**src/rtl/button_event_decoder.sv**
```systemverilog
// button_event_decoder
// Conditions a raw, active-high push button into a clean debounced level and
// single-cycle event pulses for the LED control logic.
// Chain: two-flop synchroniser -> stability debouncer -> press classifier.
// The classifier reports press, release, short click and long hold. Defining
// the macro DOUBLE_CLICK_EN also enables double-click detection. In that build
// the short-click report waits until the gap window closes without a second
// press.
// Without DOUBLE_CLICK_EN, double_pulse is tied low and GAP_CYC has no effect.

module button_event_decoder #(
   parameter int unsigned DEBOUNCE_CYC = 1000000,
   parameter int unsigned LONG_CYC     = 50000000,
   parameter int unsigned GAP_CYC      = 15000000
) (
   input  logic clk,
   input  logic rst_n,
   input  logic btn_raw,
   output logic btn_level,
   output logic press_pulse,
   output logic release_pulse,
   output logic short_pulse,
   output logic long_pulse,
   output logic long_hold,
   output logic double_pulse
);

   // Counter widths hold the largest value each counter is allowed to reach.
   localparam int unsigned DEB_W  = (DEBOUNCE_CYC > 1) ? $clog2(DEBOUNCE_CYC) : 1;
   localparam int unsigned HOLD_W = $clog2(LONG_CYC);

   localparam logic [DEB_W-1:0]  DEB_LAST  = DEB_W'(DEBOUNCE_CYC - 1);
   localparam logic [HOLD_W-1:0] HOLD_MAX  = HOLD_W'(LONG_CYC - 1);
   localparam logic [HOLD_W-1:0] HOLD_LAST = HOLD_W'(LONG_CYC - 2);

`ifdef DOUBLE_CLICK_EN
   localparam int unsigned GAP_W = (GAP_CYC > 1) ? $clog2(GAP_CYC) : 1;
   localparam logic [GAP_W-1:0] GAP_MAX = GAP_W'(GAP_CYC - 1);
`endif

   // Reject parameter sets the counters and the classifier cannot honour.
   if (DEBOUNCE_CYC < 2 || LONG_CYC <= DEBOUNCE_CYC || GAP_CYC == 0) begin : g_param_check
      $error("button_event_decoder: DEBOUNCE_CYC >= 2, LONG_CYC > DEBOUNCE_CYC and GAP_CYC > 0 required");
   end

   typedef enum logic [2:0] {
      IDLE     = 3'd0,
      PRESSED  = 3'd1,
      LONG     = 3'd2
`ifdef DOUBLE_CLICK_EN
      ,
      GAP_WAIT = 3'd3,
      PRESSED2 = 3'd4
`endif
   } state_t;

   state_t state;
   state_t state_next;

   logic sync_meta;
   logic btn_sync;
   logic [DEB_W-1:0] deb_cnt;
   logic deb_diff;
   logic deb_done;
   logic rise;
   logic fall;

   logic [HOLD_W-1:0] hold_cnt;
   logic hold_long;
   logic holding;

   logic press_next;
   logic release_next;
   logic short_next;
   logic long_next;
   logic long_hold_next;

`ifdef DOUBLE_CLICK_EN
   logic [GAP_W-1:0] gap_cnt;
   logic gap_done;
   logic double_next;
`endif

   // Two-flop synchroniser that brings the asynchronous button into the clk domain.
   always_ff @(posedge clk or negedge rst_n) begin
      if (!rst_n) begin
         sync_meta <= 1'b0;
         btn_sync  <= 1'b0;
      end else begin
         sync_meta <= btn_raw;
         btn_sync  <= sync_meta;
      end
   end

   // A level change is accepted only after DEBOUNCE_CYC consecutive differing samples.
   // The same condition also serves as the rise and fall event seen by the classifier.
   assign deb_diff = btn_sync ^ btn_level;
   assign deb_done = deb_diff && (deb_cnt == DEB_LAST);
   assign rise     = deb_done & ~btn_level;
   assign fall     = deb_done & btn_level;

   // Debouncer: count while the input disagrees with the level and restart on any agreement.
   always_ff @(posedge clk or negedge rst_n) begin
      if (!rst_n) begin
         deb_cnt   <= '0;
         btn_level <= 1'b0;
      end else if (!deb_diff) begin
         deb_cnt <= '0;
      end else if (deb_done) begin
         deb_cnt   <= '0;
         btn_level <= ~btn_level;
      end else begin
         deb_cnt <= deb_cnt + 1'b1;
      end
   end

   // hold_cnt holds the number of cycles since the press edge minus one. The long
   // transition fires on the edge where the counter is written with LONG_CYC-1.
   assign hold_long = (hold_cnt == HOLD_LAST);

`ifdef DOUBLE_CLICK_EN
   assign holding  = (state == PRESSED) || (state == PRESSED2);
   assign gap_done = (gap_cnt == GAP_MAX);
`else
   assign holding  = (state == PRESSED);
`endif

   // Hold counter: restart on every accepted press and saturate instead of wrapping.
   // The counter stays frozen outside the pressed states.
   always_ff @(posedge clk or negedge rst_n) begin
      if (!rst_n) begin
         hold_cnt <= '0;
      end else if (rise) begin
         hold_cnt <= '0;
      end else if (holding && (hold_cnt != HOLD_MAX)) begin
         hold_cnt <= hold_cnt + 1'b1;
      end
   end

`ifdef DOUBLE_CLICK_EN
   // Gap counter: starts at a short release and saturates. The window closes once the
   // counter has spent a full cycle at GAP_CYC-1, which makes the window GAP_CYC cycles long.
   always_ff @(posedge clk or negedge rst_n) begin
      if (!rst_n) begin
         gap_cnt <= '0;
      end else if ((state == PRESSED) && fall) begin
         gap_cnt <= '0;
      end else if ((state == GAP_WAIT) && !gap_done) begin
         gap_cnt <= gap_cnt + 1'b1;
      end
   end
`endif

   // Classifier state register.
   always_ff @(posedge clk or negedge rst_n) begin
      if (!rst_n) begin
         state <= IDLE;
      end else begin
         state <= state_next;
      end
   end

   // Classifier next state. A release always wins over a long hold that matures on the same cycle.
   always_comb begin
      state_next = state;
      case (state)
         IDLE: begin
            if (rise) begin
               state_next = PRESSED;
            end
         end
         PRESSED: begin
            if (fall) begin
`ifdef DOUBLE_CLICK_EN
               state_next = GAP_WAIT;
`else
               state_next = IDLE;
`endif
            end else if (hold_long) begin
               state_next = LONG;
            end
         end
         LONG: begin
            if (fall) begin
               state_next = IDLE;
            end
         end
`ifdef DOUBLE_CLICK_EN
         GAP_WAIT: begin
            if (rise) begin
               state_next = PRESSED2;
            end else if (gap_done) begin
               state_next = IDLE;
            end
         end
         PRESSED2: begin
            if (fall) begin
               state_next = IDLE;
            end else if (hold_long) begin
               state_next = LONG;
            end
         end
`endif
         default: begin
            state_next = IDLE;
         end
      endcase
   end

   // Event decode: each pulse is raised for the transition that is about to happen.
   always_comb begin
      press_next   = 1'b0;
      release_next = 1'b0;
      short_next   = 1'b0;
      long_next    = 1'b0;
`ifdef DOUBLE_CLICK_EN
      double_next  = 1'b0;
`endif
      case (state)
         IDLE: begin
            press_next = rise;
         end
         PRESSED: begin
            release_next = fall;
`ifndef DOUBLE_CLICK_EN
            short_next   = fall;
`endif
            long_next    = ~fall & hold_long;
         end
         LONG: begin
            release_next = fall;
         end
`ifdef DOUBLE_CLICK_EN
         GAP_WAIT: begin
            press_next = rise;
            short_next = ~rise & gap_done;
         end
         PRESSED2: begin
            release_next = fall;
            double_next  = fall;
            short_next   = ~fall & hold_long;
            long_next    = ~fall & hold_long;
         end
`endif
         default: begin
         end
      endcase
      long_hold_next = (state_next == LONG);
   end

   // Registered event outputs, so that every pulse lasts exactly one cycle.
   always_ff @(posedge clk or negedge rst_n) begin
      if (!rst_n) begin
         press_pulse   <= 1'b0;
         release_pulse <= 1'b0;
         short_pulse   <= 1'b0;
         long_pulse    <= 1'b0;
         long_hold     <= 1'b0;
      end else begin
         press_pulse   <= press_next;
         release_pulse <= release_next;
         short_pulse   <= short_next;
         long_pulse    <= long_next;
         long_hold     <= long_hold_next;
      end
   end

`ifdef DOUBLE_CLICK_EN
   // Registered double-click pulse.
   always_ff @(posedge clk or negedge rst_n) begin
      if (!rst_n) begin
         double_pulse <= 1'b0;
      end else begin
         double_pulse <= double_next;
      end
   end
`else
   assign double_pulse = 1'b0;
`endif

endmodule

```
**config.mk**
```make
export PLATFORM = sky130hd
export DESIGN_NAME = button_event_decoder
export DESIGN_NICKNAME = d
export VERILOG_FILES = /design/src/rtl/button_event_decoder.sv
export SDC_FILE = /design/constraint.sdc
export NUM_CORES = 1
export LEC_CHECK = 0
export CAP_MARGIN = 20
export CORE_UTILIZATION = 45
export CTS_CLUSTER_SIZE = 10
export DETAILED_ROUTE_END_ITERATION = 7
export PLACE_DENSITY = 0.65
export SYNTH_ARGS = -nofsm -noshare
export SYNTH_HDL_FRONTEND = slang
export SYNTH_SLANG_ARGS = --single-unit
```
**constraint.sdc**
```tcl
create_clock -name clk -period 2.45 [get_ports clk]
set_input_delay 0.49 -clock clk [delete_from_list [all_inputs] [get_ports clk]]
set_output_delay 0.49 -clock clk [all_outputs]
set_load 0.05 [all_outputs]
```
==> results.env <==
RUN_STATUS='finished, final reports clean'
COMBINATIONALPOWERSHARE_PCT=2.2
WORST_HOLD_SLACK_NS=0.0950
POWER.INTERNAL_mW=1.52
CLOCK_SKEW_NS=0.00933
POSTSYNTH.ASYNCRESETSHARE_PCT=100
SEQ_AREA_FRAC_SYNTH_PCT=47.6
AVGSYNTHCELLAREA_UM2=9.67
AREA_GROWTH_SYN_TO_LAYOUT_PCT=12.4
TOTALPOWERFINAL_mW=1.91
TOTALWIRELENGTH_UM=5880
GRT_FIRST_PASS_WIRELENGTH_UM=10700
DIE_WIDTH_UM=83.6
CLOCK_TREE.HTREE_LEVEL_COUNT=3
DETAILEDROUTE.FIRSTPASSITERATIONCOUNT=4
SLEW_HEADROOM_PCT=64.8
POWER.NET_SWITCHING_uW=391
YOSYS-TOP-CELLS-AREA='dfrtp_1 (48%), xor2_1 (7.0%), nor2_1 (5.6%)'
DIE_Y_UM=83.6
PATH_CLK_SLEW_NS=0.06
NUMCLOCKSINKS=57
CLKPWRFRAC_PCT=47.7
ANTENNADIODECOUNT=0
CTS-BUFFERS-INSERTED=9
RSZ0062_AT_GRT='false'
GRT_ANTENNA_BEFORE_REPAIR=0
GRT_REMAINING_OVERFLOW=0
DETAIL_ROUTE.WL_PER_CELL_UM=14.4
BUFFER_DEPTH_OF_THE_LONGEST_CLOCK_PATH=2
POSTSYNTHREGISTERBITS=57
POST_CTS_BUFFERS=0
CP-START-KIND='flop'
YOSYSWARNINGCOUNT=0
MAXCAPVIOLCOUNT=0
CP_TOP_FAMILY='buffers and inverters'
PRECTSSETUPSLACK_NS=0.371
TIMING.CRITICAL_PATH.SLOWEST_CELL_DELAY_NS=0.85
CRITICAL_PATH.SLOWEST_CELL='clkdlybuf4s50_1'
INSERTION_DELAY_NS=0.34
FINALINSTANCEAREA_MM2=0.00337
LEAKAGEPOWER_nW=1.49
FINISH.NET_COUNT=334
HOLD_FAILS_FINAL_RPT=0
SYNTH_TOP_AREA_CELL='dfrtp_1'
POST_CTS_HOLD_BUFFER_COUNT=0
CRITPATHBUFINV=1
POSTSYNTHCELLCOUNT=310
MIN_PERIOD_NS=2.12
CRITPATHREQUIREDTIME_NS=1.96
SYNTHTOPCELLSBYCOUNT='dfrtp_1 (57), nor2_1 (45), nand2_1 (29)'
SETUP-TNS-FINAL_NS=0
FIRST_GLOBAL_VIAS=2281
DRV_SLEW=0
HPWL_UM=4260
YOSYS.CELL_COUNT.TOP_TYPE='dfrtp_1'
DRTANTENNAVIOLNETS=0
TIMING.FMAX_MHz=472
CTS.REPAIR.RESIZED=0
DRT-VIAS-PER-INSTANCE=5.46
ROOT_BUFFER_MASTER='clkbuf_8'
TYPE_OF_THE_WORST_SETUP_PATH='flop to output pin'
SHARE_OF_YOSYS_CELL_AREA_CLAIMED_BY_THE_TOP_AREA_CELL_TYPE_PCT=47.6
YS.FLOP_TYPE='dfrtp_1'
SYNTH_CELL_TYPE_COUNT=44
TIGHTESTPINTRANSITION_NS=0.523
DIE_AREA_MM2=0.00699
GRT_MAX_DEGREE=21
POWER.SHARE.SEQUENTIAL_PCT=50.1
GP_ROUTABILITY_CONGESTION=0.795
POWER.IR.VDD_WORST_mV=0.426
DRC_ERRORS=0
PORT-BUFFER-COUNT=8
CORE_MM2=0.00639
TOTAL_STANDARD_CELL_AREA_AFTER_SYNTHESIS_MM2=0.00300
WORSTPATHCELLLIST='clkdlybuf4s50_1'
SWITCHING_SHARE_PCT=20.5
PLACEMENTROWS=29
PLACE_AREA_MM2=0.00317
DR.FIRST_ITER.DRC_COUNT=120
VIA_COUNT=2229
R2R_SETUP_SLACK_NS=0.40
FINAL_WORST_PATH_SETUP_SLACK_NS=0.333
GR-USAGE-ALL-LAYERS_PCT=19.1
SETUP-VIOLATIONS-FINAL=0
PWR_DENSITY_CELL_mW_PER_MM2=566
CLOCK_TREE_FROM_TRITONCTS='done'
INITIAL_CORE_UTILIZATION_PCT=46.9
CRITICAL_PATH.ENDPOINT_TYPE='output pin'
FINAL_LAYOUT_SIZE_SUFFIX_GT1_SHARE_PCT=11.2
TIMING.CRITICAL_PATH.ARRIVAL_NS=1.63
CRITICAL_PATH.MAX_FANOUT=7
HOLD_CLASS='input port to asynchronous set/reset pin'
PERIOD_UTILISATION_LAYOUT_PCT=86.4
NUMBER_OF_ENABLE_FLIP_FLOP_CELLS_AFTER_SYNTHESIS=0
DESIGN.PORTCOUNT=10
[per-layer routing]
| metal | share of wire (%) | global-route usage, % |
|---|---|---|
| met5 | 0 | 0 |
| met4 | 1.6 | 7.40 |
| met3 | 3.0 | 5.04 |
| met2 | 48 | 30.7 |
| met1 | 48 | 24.7 |
[stage by stage]
stage                     std cells  util (%)
after floorplan                 311         -
after global placement          394      49.7
after detailed placement        394      49.7
after CTS                       408      52.8
after global routing            408      52.8
final                           408      52.8
[state kept, by name (all words and copies together), names as in the netlist]
name and count:
btn_level 1, btn_sync 1, deb_cnt 20, hold_cnt 26, long_hold 1, long_pulse 1, press_pulse 1, release_pulse 1
short_pulse 1, state 3, sync_meta 1
[layout by cell type, fill, tap and decap left out, drive strengths merged, types with 6 or more instances in the layout]
cell type,count
dfrtp,57
nor2,45
nand2,29
xor2,24
nand3,20
nand4,15
a21oi,11
and3,10
clkbuf,10
buf,10
xnor2,9
nor4,9
o21ai,8
inv,7
nor3,7
clkdlybuf4s50,7
a211oi,6
or3,6
[final cells by class]
type	instances	area, µm²
Fill cell	597	3020
Multi-Input combinational cell	236	1480
Sequential cell	57	1430
Timing Repair Buffer	17	143
Clock buffer	10	128
Tap cell	77	96.3
Clock inverter	4	70.1
Inverter	7	26.3
[cell families (layout without fill, tap and decap cells)]
| group | count (synthesis) | after routing | synth area share, % |
|---|---|---|---|
| DFF | 57 | 57 | 47.6 |
| adders and majority gates | 3 | 3 | 1.25 |
| buffers and inverters | 18 | 38 | 3.13 |
| xor gates and xnor gates | 33 | 33 | 9.64 |
| AOI/OAI and AO/OA | 27 | 27 | 5.51 |
| muxes | 3 | 3 | 1.00 |
| other | 1 | 2 | 0.125 |
| and+or+nand+nor | 168 | 168 | 31.8 |
[final timing paths]
check                           cells past startpoint      endpoint       start
worst max register to register                      7  hold_cnt[18]  deb_cnt[0]
min in group clk                                    0      btn_sync   sync_meta
worst min-delay path                                1      state[2]       rst_n
max in group asynchronous                           2   deb_cnt[16]       rst_n
worst max-delay path                                1     btn_level   btn_level
worst min register to register                      0      btn_sync   sync_meta
[power groups by stage]
stage / logic [mW] / registers [mW] / clock network [mW]
after floorplan: 0.0207 / 0.970 / 0
after global placement: 0.0439 / 0.972 / 0
after detailed placement: 0.0450 / 0.973 / 0
after CTS: 0.0451 / 0.955 / 0.939
after global routing: 0.0514 / 0.956 / 0.975
final: 0.0427 / 0.956 / 0.909
Power figures use the tool's default switching activity.
